===== config.mk =====
export PLATFORM = sky130hd
export DESIGN_NAME = axis_pixel_to_frame
export DESIGN_NICKNAME = d
export VERILOG_FILES = /design/src/rtl/axis_frame_pkg.sv /design/src/rtl/axis_frame_hold_reg.sv /design/src/rtl/axis_pixel_to_frame.sv
export SDC_FILE = /design/constraint.sdc
export NUM_CORES = 1
export LEC_CHECK = 0
export CAP_MARGIN = 20
export CORE_MARGIN = 1.5
export CORE_UTILIZATION = 40
export CTS_CLUSTER_SIZE = 24
export DETAILED_ROUTE_END_ITERATION = 10
export PLACE_DENSITY = 0.65
export SYNTH_ARGS = -nofsm -noshare
export SYNTH_HDL_FRONTEND = slang
export SYNTH_SLANG_ARGS = --single-unit

===== constraint.sdc =====
create_clock -name clk -period 28 [get_ports clk]
set_input_delay 8.4 -clock clk [delete_from_list [all_inputs] [get_ports clk]]
set_output_delay 8.4 -clock clk [all_outputs]
set_load 0.02 [all_outputs]

===== src/rtl/axis_frame_pkg.sv =====
// rtl/axis_frame_pkg.sv - shared frame-size helpers and packer state encoding
package axis_frame_pkg;

  typedef enum logic [1:0] {
    ST_FILL = 2'd0,
    ST_HOLD = 2'd1,
    ST_SKIP = 2'd2
  } frame_state_t;

  function automatic int n_pix(input int r, input int c);
    return r * c;
  endfunction

  // A one-pixel frame still needs a 1-bit counter.
  function automatic int cnt_width(input int n);
    return (n > 1) ? $clog2(n) : 1;
  endfunction

endpackage


===== src/rtl/axis_frame_hold_reg.sv =====
// rtl/axis_frame_hold_reg.sv - frame-wide output holding register with valid/ready
module axis_frame_hold_reg
  import axis_frame_pkg::*;
#(
  parameter int DW = 200
) (
  input  logic          clk,
  input  logic          rst,
  input  logic          load,
  input  logic [DW-1:0] load_data,
  input  logic          m_ready,
  output logic          m_valid,
  output logic [DW-1:0] m_data,
  output logic          can_load
);

  // A load is legal when the register is empty or is handing off on this edge.
  assign can_load = !m_valid || m_ready;

  always_ff @(posedge clk or posedge rst) begin
    if (rst) begin
      m_valid <= 1'b0;
      m_data  <= '0;
    end else if (load) begin
      m_valid <= 1'b1;
      m_data  <= load_data;
    end else if (m_valid && m_ready) begin
      m_valid <= 1'b0;
    end
  end

endmodule


===== src/rtl/axis_pixel_to_frame.sv =====
// rtl/axis_pixel_to_frame.sv - packs a pixel-serial stream into one frame-wide beat
// Optional last-pixel framing check: AXIS_PIXEL_TO_FRAME_LAST_CHECK_EN
module axis_pixel_to_frame
  import axis_frame_pkg::*;
#(
  parameter int R_I = 5,
  parameter int C_I = 5,
  parameter int W_I = 8
) (
  input  logic                     clk,
  input  logic                     rst,
  output logic                     s_axis_pixel_ready,
  input  logic                     s_axis_pixel_valid,
  input  logic [W_I-1:0]           s_axis_pixel_data,
  input  logic                     s_axis_pixel_last,
  input  logic                     m_axis_frame_ready,
  output logic                     m_axis_frame_valid,
  output logic [R_I*C_I*W_I-1:0]   m_axis_frame_data,
  output logic                     frame_err_short,
  output logic                     frame_err_long
);

  localparam int N  = n_pix(R_I, C_I);
  localparam int KW = cnt_width(N);
  localparam int FW = N * W_I;
  localparam logic [KW-1:0] K_LAST = KW'(N - 1);

  frame_state_t   state;
  logic [KW-1:0]  k;
  logic [FW-1:0]  fill;
  logic           accept;
  logic           at_last;
  logic           can_load;
  logic           hold_drain;
  logic           load;
  logic [FW-1:0]  load_data;

  // Ready depends only on state and reset, never on valid or downstream ready.
  assign s_axis_pixel_ready = !rst && (state != ST_HOLD);
  assign accept  = s_axis_pixel_valid && s_axis_pixel_ready;
  assign at_last = (k == K_LAST);

  assign hold_drain = (state == ST_HOLD) && m_axis_frame_valid && m_axis_frame_ready;

  assign load = ((state == ST_FILL) && accept && at_last && can_load) || hold_drain;

  // On the completing beat the last slot is not yet in fill, so splice it in.
  assign load_data = (state == ST_HOLD) ? fill
                                        : {s_axis_pixel_data, fill[FW-W_I-1:0]};

`ifdef AXIS_PIXEL_TO_FRAME_LAST_CHECK_EN
  logic skip_pend;
  logic err_short_q;
  logic err_long_q;

  always_ff @(posedge clk or posedge rst) begin
    if (rst) begin
      err_short_q <= 1'b0;
      err_long_q  <= 1'b0;
    end else begin
      err_short_q <= accept && (state == ST_FILL) && s_axis_pixel_last && !at_last;
      err_long_q  <= accept && (state == ST_FILL) && at_last && !s_axis_pixel_last;
    end
  end

  assign frame_err_short = err_short_q;
  assign frame_err_long  = err_long_q;
`else
  logic unused_last;
  assign unused_last     = s_axis_pixel_last;
  assign frame_err_short = 1'b0;
  assign frame_err_long  = 1'b0;
`endif

  always_ff @(posedge clk or posedge rst) begin
    if (rst) begin
      state <= ST_FILL;
      k     <= '0;
      fill  <= '0;
`ifdef AXIS_PIXEL_TO_FRAME_LAST_CHECK_EN
      skip_pend <= 1'b0;
`endif
    end else begin
      case (state)
        ST_FILL: begin
          if (accept) begin
            fill[k*W_I +: W_I] <= s_axis_pixel_data;
            if (at_last) begin
              k <= '0;
              if (!can_load) begin
                state <= ST_HOLD;
              end
`ifdef AXIS_PIXEL_TO_FRAME_LAST_CHECK_EN
              // An over-long frame is still emitted; its tail is discarded afterwards.
              if (!s_axis_pixel_last) begin
                if (can_load) begin
                  state <= ST_SKIP;
                end else begin
                  skip_pend <= 1'b1;
                end
              end
`endif
            end
`ifdef AXIS_PIXEL_TO_FRAME_LAST_CHECK_EN
            else if (s_axis_pixel_last) begin
              k <= '0;
            end
`endif
            else begin
              k <= k + 1'b1;
            end
          end
        end
        ST_HOLD: begin
          if (hold_drain) begin
            k <= '0;
`ifdef AXIS_PIXEL_TO_FRAME_LAST_CHECK_EN
            state     <= skip_pend ? ST_SKIP : ST_FILL;
            skip_pend <= 1'b0;
`else
            state <= ST_FILL;
`endif
          end
        end
`ifdef AXIS_PIXEL_TO_FRAME_LAST_CHECK_EN
        ST_SKIP: begin
          if (accept && s_axis_pixel_last) begin
            state <= ST_FILL;
          end
        end
`endif
        default: begin
          state <= ST_FILL;
          k     <= '0;
        end
      endcase
    end
  end

  axis_frame_hold_reg #(
    .DW (FW)
  ) u_hold (
    .clk       (clk),
    .rst       (rst),
    .load      (load),
    .load_data (load_data),
    .m_ready   (m_axis_frame_ready),
    .m_valid   (m_axis_frame_valid),
    .m_data    (m_axis_frame_data),
    .can_load  (can_load)
  );

endmodule


==> Implementation_results.wiki <==
{| class="wikitable"
! Metric !! Value
|-
| Cell leakage power || 9.87 nW
|-
| Placed wire-length estimate after detailed placement || 23500 um
|-
| Clock transition at the register clock pins on the worst setup and hold paths after CTS || 60 ps
|-
| Cells taking the most area after synthesis || sky130_fd_sc_hd__dfrtp_1 64%, sky130_fd_sc_hd__mux2_2 27%, sky130_fd_sc_hd__nand2_1 1.1%
|-
| Count of inserted antenna diode cells || 0
|-
| Number of max-slew violations in the final report || 0
|-
| Resize count post-CTS || 0
|-
| Area of the mapped netlist || 0.0160 mm2
|-
| Mapped Avg Cell Area || 15.3 um2
|-
| Routing usage on met2 || 29.5%
|-
| # nets final || 1286
|-
| Total Neg Setup Slack || 0 ps
|-
| Effective utilization at floorplan || 40.9%
|-
| Placed Instance Area || 0.0186 mm2
|-
| Number of synthesized flops with an enable pin || 0
|-
| Total setup violations reported at the end of the flow || 0
|-
| Max capacitance violation total || 0
|-
| Status || finished clean
|-
| Overall routed net length || 36800 um
|-
| Ratio of cells with drive above 1 in the final layout || 38.7%
|-
| Sequential-to-total area share from yosys stat || 63.8%
|-
| Post-CTS repair timing setup buffer count || 0
|-
| Vias in the first global route || 9720
|-
| Final hold viol count || 0
|-
| Synth warnings || 0
|-
| Compound-gate portion of the synthesized area || 1.46%
|-
| Classification of the worst-slack hold path || register to register
|-
| Met3 layer usage reported by global route || 5.68%
|-
| Total congestion overflow || 0
|-
| Peak Freq || 0.0548 GHz
|-
| Clock latency at the later pin of the worst-skew pair || 560 ps
|-
| Met1 Track Usage GR || 24.0%
|-
| Final setup skew || 13.1 ps
|-
| Required time of the worst setup path || 19600 ps
|-
| Main combinational cell family by area after synthesis || multiplexers
|-
| Die Y-Extent || 203 um
|-
| Area of the core region || 0.0390 mm2
|-
| Number of DRC violations after detailed routing || 0
|-
| Cells after synthesis || 1045
|-
| Routed Antenna Nets || 0
|-
| Pin count of the biggest net entering global routing || 163
|-
| RSZ-0062 raised after global routing || false
|-
| Commonest cells post-synth || 407 x sky130_fd_sc_hd__dfrtp_1, 380 x sky130_fd_sc_hd__mux2_2, 45 x sky130_fd_sc_hd__nand2_1, 31 x sky130_fd_sc_hd__nor2_1, 27 x sky130_fd_sc_hd__o21ai_0
|-
| Number of buffers on the longest clock path || 3
|-
| Sort of element at the start of the critical path || primary input
|-
| Initial DRC Count || 380
|-
| First-pass GRT wire length || 57800 um
|-
| Post-synthesis adder-cell area fraction || 0.235%
|-
| Power per unit of standard cell area || 72.9 mW/mm2
|-
| Number of storage elements in the synthesis netlist || 407
|-
| Final RePlAce weighted congestion || 0.770
|-
| Number of inserted filler cells in the final layout || 3314
|-
| Type of the worst setup path || primary input to output port
|-
| Number of vias after detailed routing || 9250
|-
| Antenna violations before repair || 0
|-
| Global-route layer with the greatest usage || met2
|-
| Number of distinct library cell variants in the gate-level netlist after synthesis || 45
|-
| Library cell used as clock root buffer || sky130_fd_sc_hd__clkbuf_16
|-
| Max FO, Critical Path || 6
|-
| Simple-Gate Fraction of Synth Area || 4.77%
|-
| Total power after layout || 1.47 mW
|-
| Post-layout minimum cycle time || 18240 ps
|-
| Hold buffer count at cts || 0
|-
| H-Tree Level Count || 2
|-
| Measured slew at the worst slew-check pin || 1060 ps
|-
| CTS tree || done
|-
| Multiplexer share of the synthesized area || 27.7%
|-
| Period utilisation layout || 65.2%
|-
| Portion of synthesized cell area occupied by the leading cell type || 63.8%
|-
| Cell type with the highest aggregate area in the netlist || sky130_fd_sc_hd__dfrtp_1
|-
| # rows || 72
|-
| FFs w/ async S/R, synth || 100%
|-
| Number of port buffers || 213
|-
| Primary flip-flop cell chosen by synthesis mapping || sky130_fd_sc_hd__dfrtp_1
|-
| Number of clock sinks seen by CTS || 407
|-
| TritonCTS buffer count || 44
|-
| Tot GR Track Use || 18.4%
|-
| Critical Path AT || 9840 ps
|-
| Floorplan die area || 0.0411 mm2
|-
| Fin area || 0.0201 mm2
|-
| Tightest slew margin relative to the limit || 29.4%
|-
| Most frequent cell after synthesis || sky130_fd_sc_hd__dfrtp_1
|-
| P&R area growth vs syn || 26.2%
|-
| Mean routed wirelength per cell || 20.2 um
|-
| Xor and xnor area share after synthesis || 0.110%
|-
| Element type at the critical path end || output port
|-
| Horizontal extent of the die || 203 um
|-
| I/O pins || 217
|-
| Detail-routed via count per cell || 5.08
|-
| Number of search-and-repair iterations in the first detailed-routing pass || 5
|-
| Peak supply drop || 0.0546 mV
|}
where the power goes:
group	internal [mW]	switching, mW	leakage, nW	total, mW
combinational	0.0823	0.111	3.53	0.194
clock	0.342	0.232	0.719	0.574
sequential	0.660	0.0413	5.62	0.702
layout make-up:
| cell class | instances | area, um2 | area share, % |
|---|---|---|---|
| flip-flops and latches | 407 | 10200 | 50.6 |
| repair buffers | 229 | 2300 | 11.4 |
| well taps | 518 | 648 | 3.22 |
| clock buffers | 60 | 1250 | 6.22 |
| inverters | 10 | 45.0 | 0.224 |
| clock inverters | 20 | 194 | 0.963 |
| multi-input cells | 578 | 5510 | 27.4 |
worst paths after layout:
check / to / depth (start not counted) / slack [ps] / start
worst max register to register: fill[71] / 10 / 24070 / k[0]
worst max-delay path: s_axis_pixel_ready / 3 / 9760 / rst
min in group asynchronous: fill[9] / 2 / 8580 / rst
worst min register to register: fill[75] / 2 / 480 / fill[75]
max in group asynchronous: fill[155] / 4 / 17080 / rst
worst min-delay path: fill[75] / 2 / 480 / fill[75]
state kept, by name (all words and copies together), names as in the netlist:
signal,cells
fill,200
u_hold.m_valid,1
state,1
k,5
u_hold.m_data,200
layout by cell type, fill, tap and decap left out, drive strengths merged:
master,instances
buf,16
nor2b,11
clkinv,12
a21boi,1
or2,1
nor3,7
o21ai,29
o41ai,1
or3,2
nand4b,1
bufinv,3
xnor2,2
dfrtp,407
mux2i,3
nand4,5
conb,2
clkdlybuf4s50,213
or3b,1
inv,13
and3b,2
clkbuf,60
or4b,1
mux2,388
nor3b,1
a31oi,3
a21oi,5
nand2b,4
o22ai,2
nand2,45
nand3,4
clkinvlp,2
and3,10
nor2,40
ha,3
nor4,2
a21o,1
nor4b,1
kinds of logic after synthesis:
kind of cell,Yosys count
AO/OA/AOI/OAI,42
buffers and inverters,61
AND/OR/NAND/NOR,138
flip-flops,407
other,1
adder cells (fa/ha/maj),3
multiplexers,391
XOR/XNOR,2
per-stage QoR:
stage	hold slack, ps	setup WS (ps)	util [%]	instances
floorplan	439	8280	-	1046
global placement	458	9750	47.8	1740
detailed placement	469	9760	47.8	1740
CTS	483	9760	51.5	1820
global route	509	9710	51.6	1822
finish	476	9760	51.6	1822
routing by layer:
metal	part of all wire, %	vias up
li1	-	4114
met1	43	4855
met2	48	233
met3	7.3	48
met4	1.9	0
met5	0	-
worst max-delay path: stages:
cell and delay [ps]:
sky130_fd_sc_hd__clkdlybuf4s50_1 620, sky130_fd_sc_hd__nor2_1 190, sky130_fd_sc_hd__clkdlybuf4s50_1 630
(Power assumes the default switching activity.)
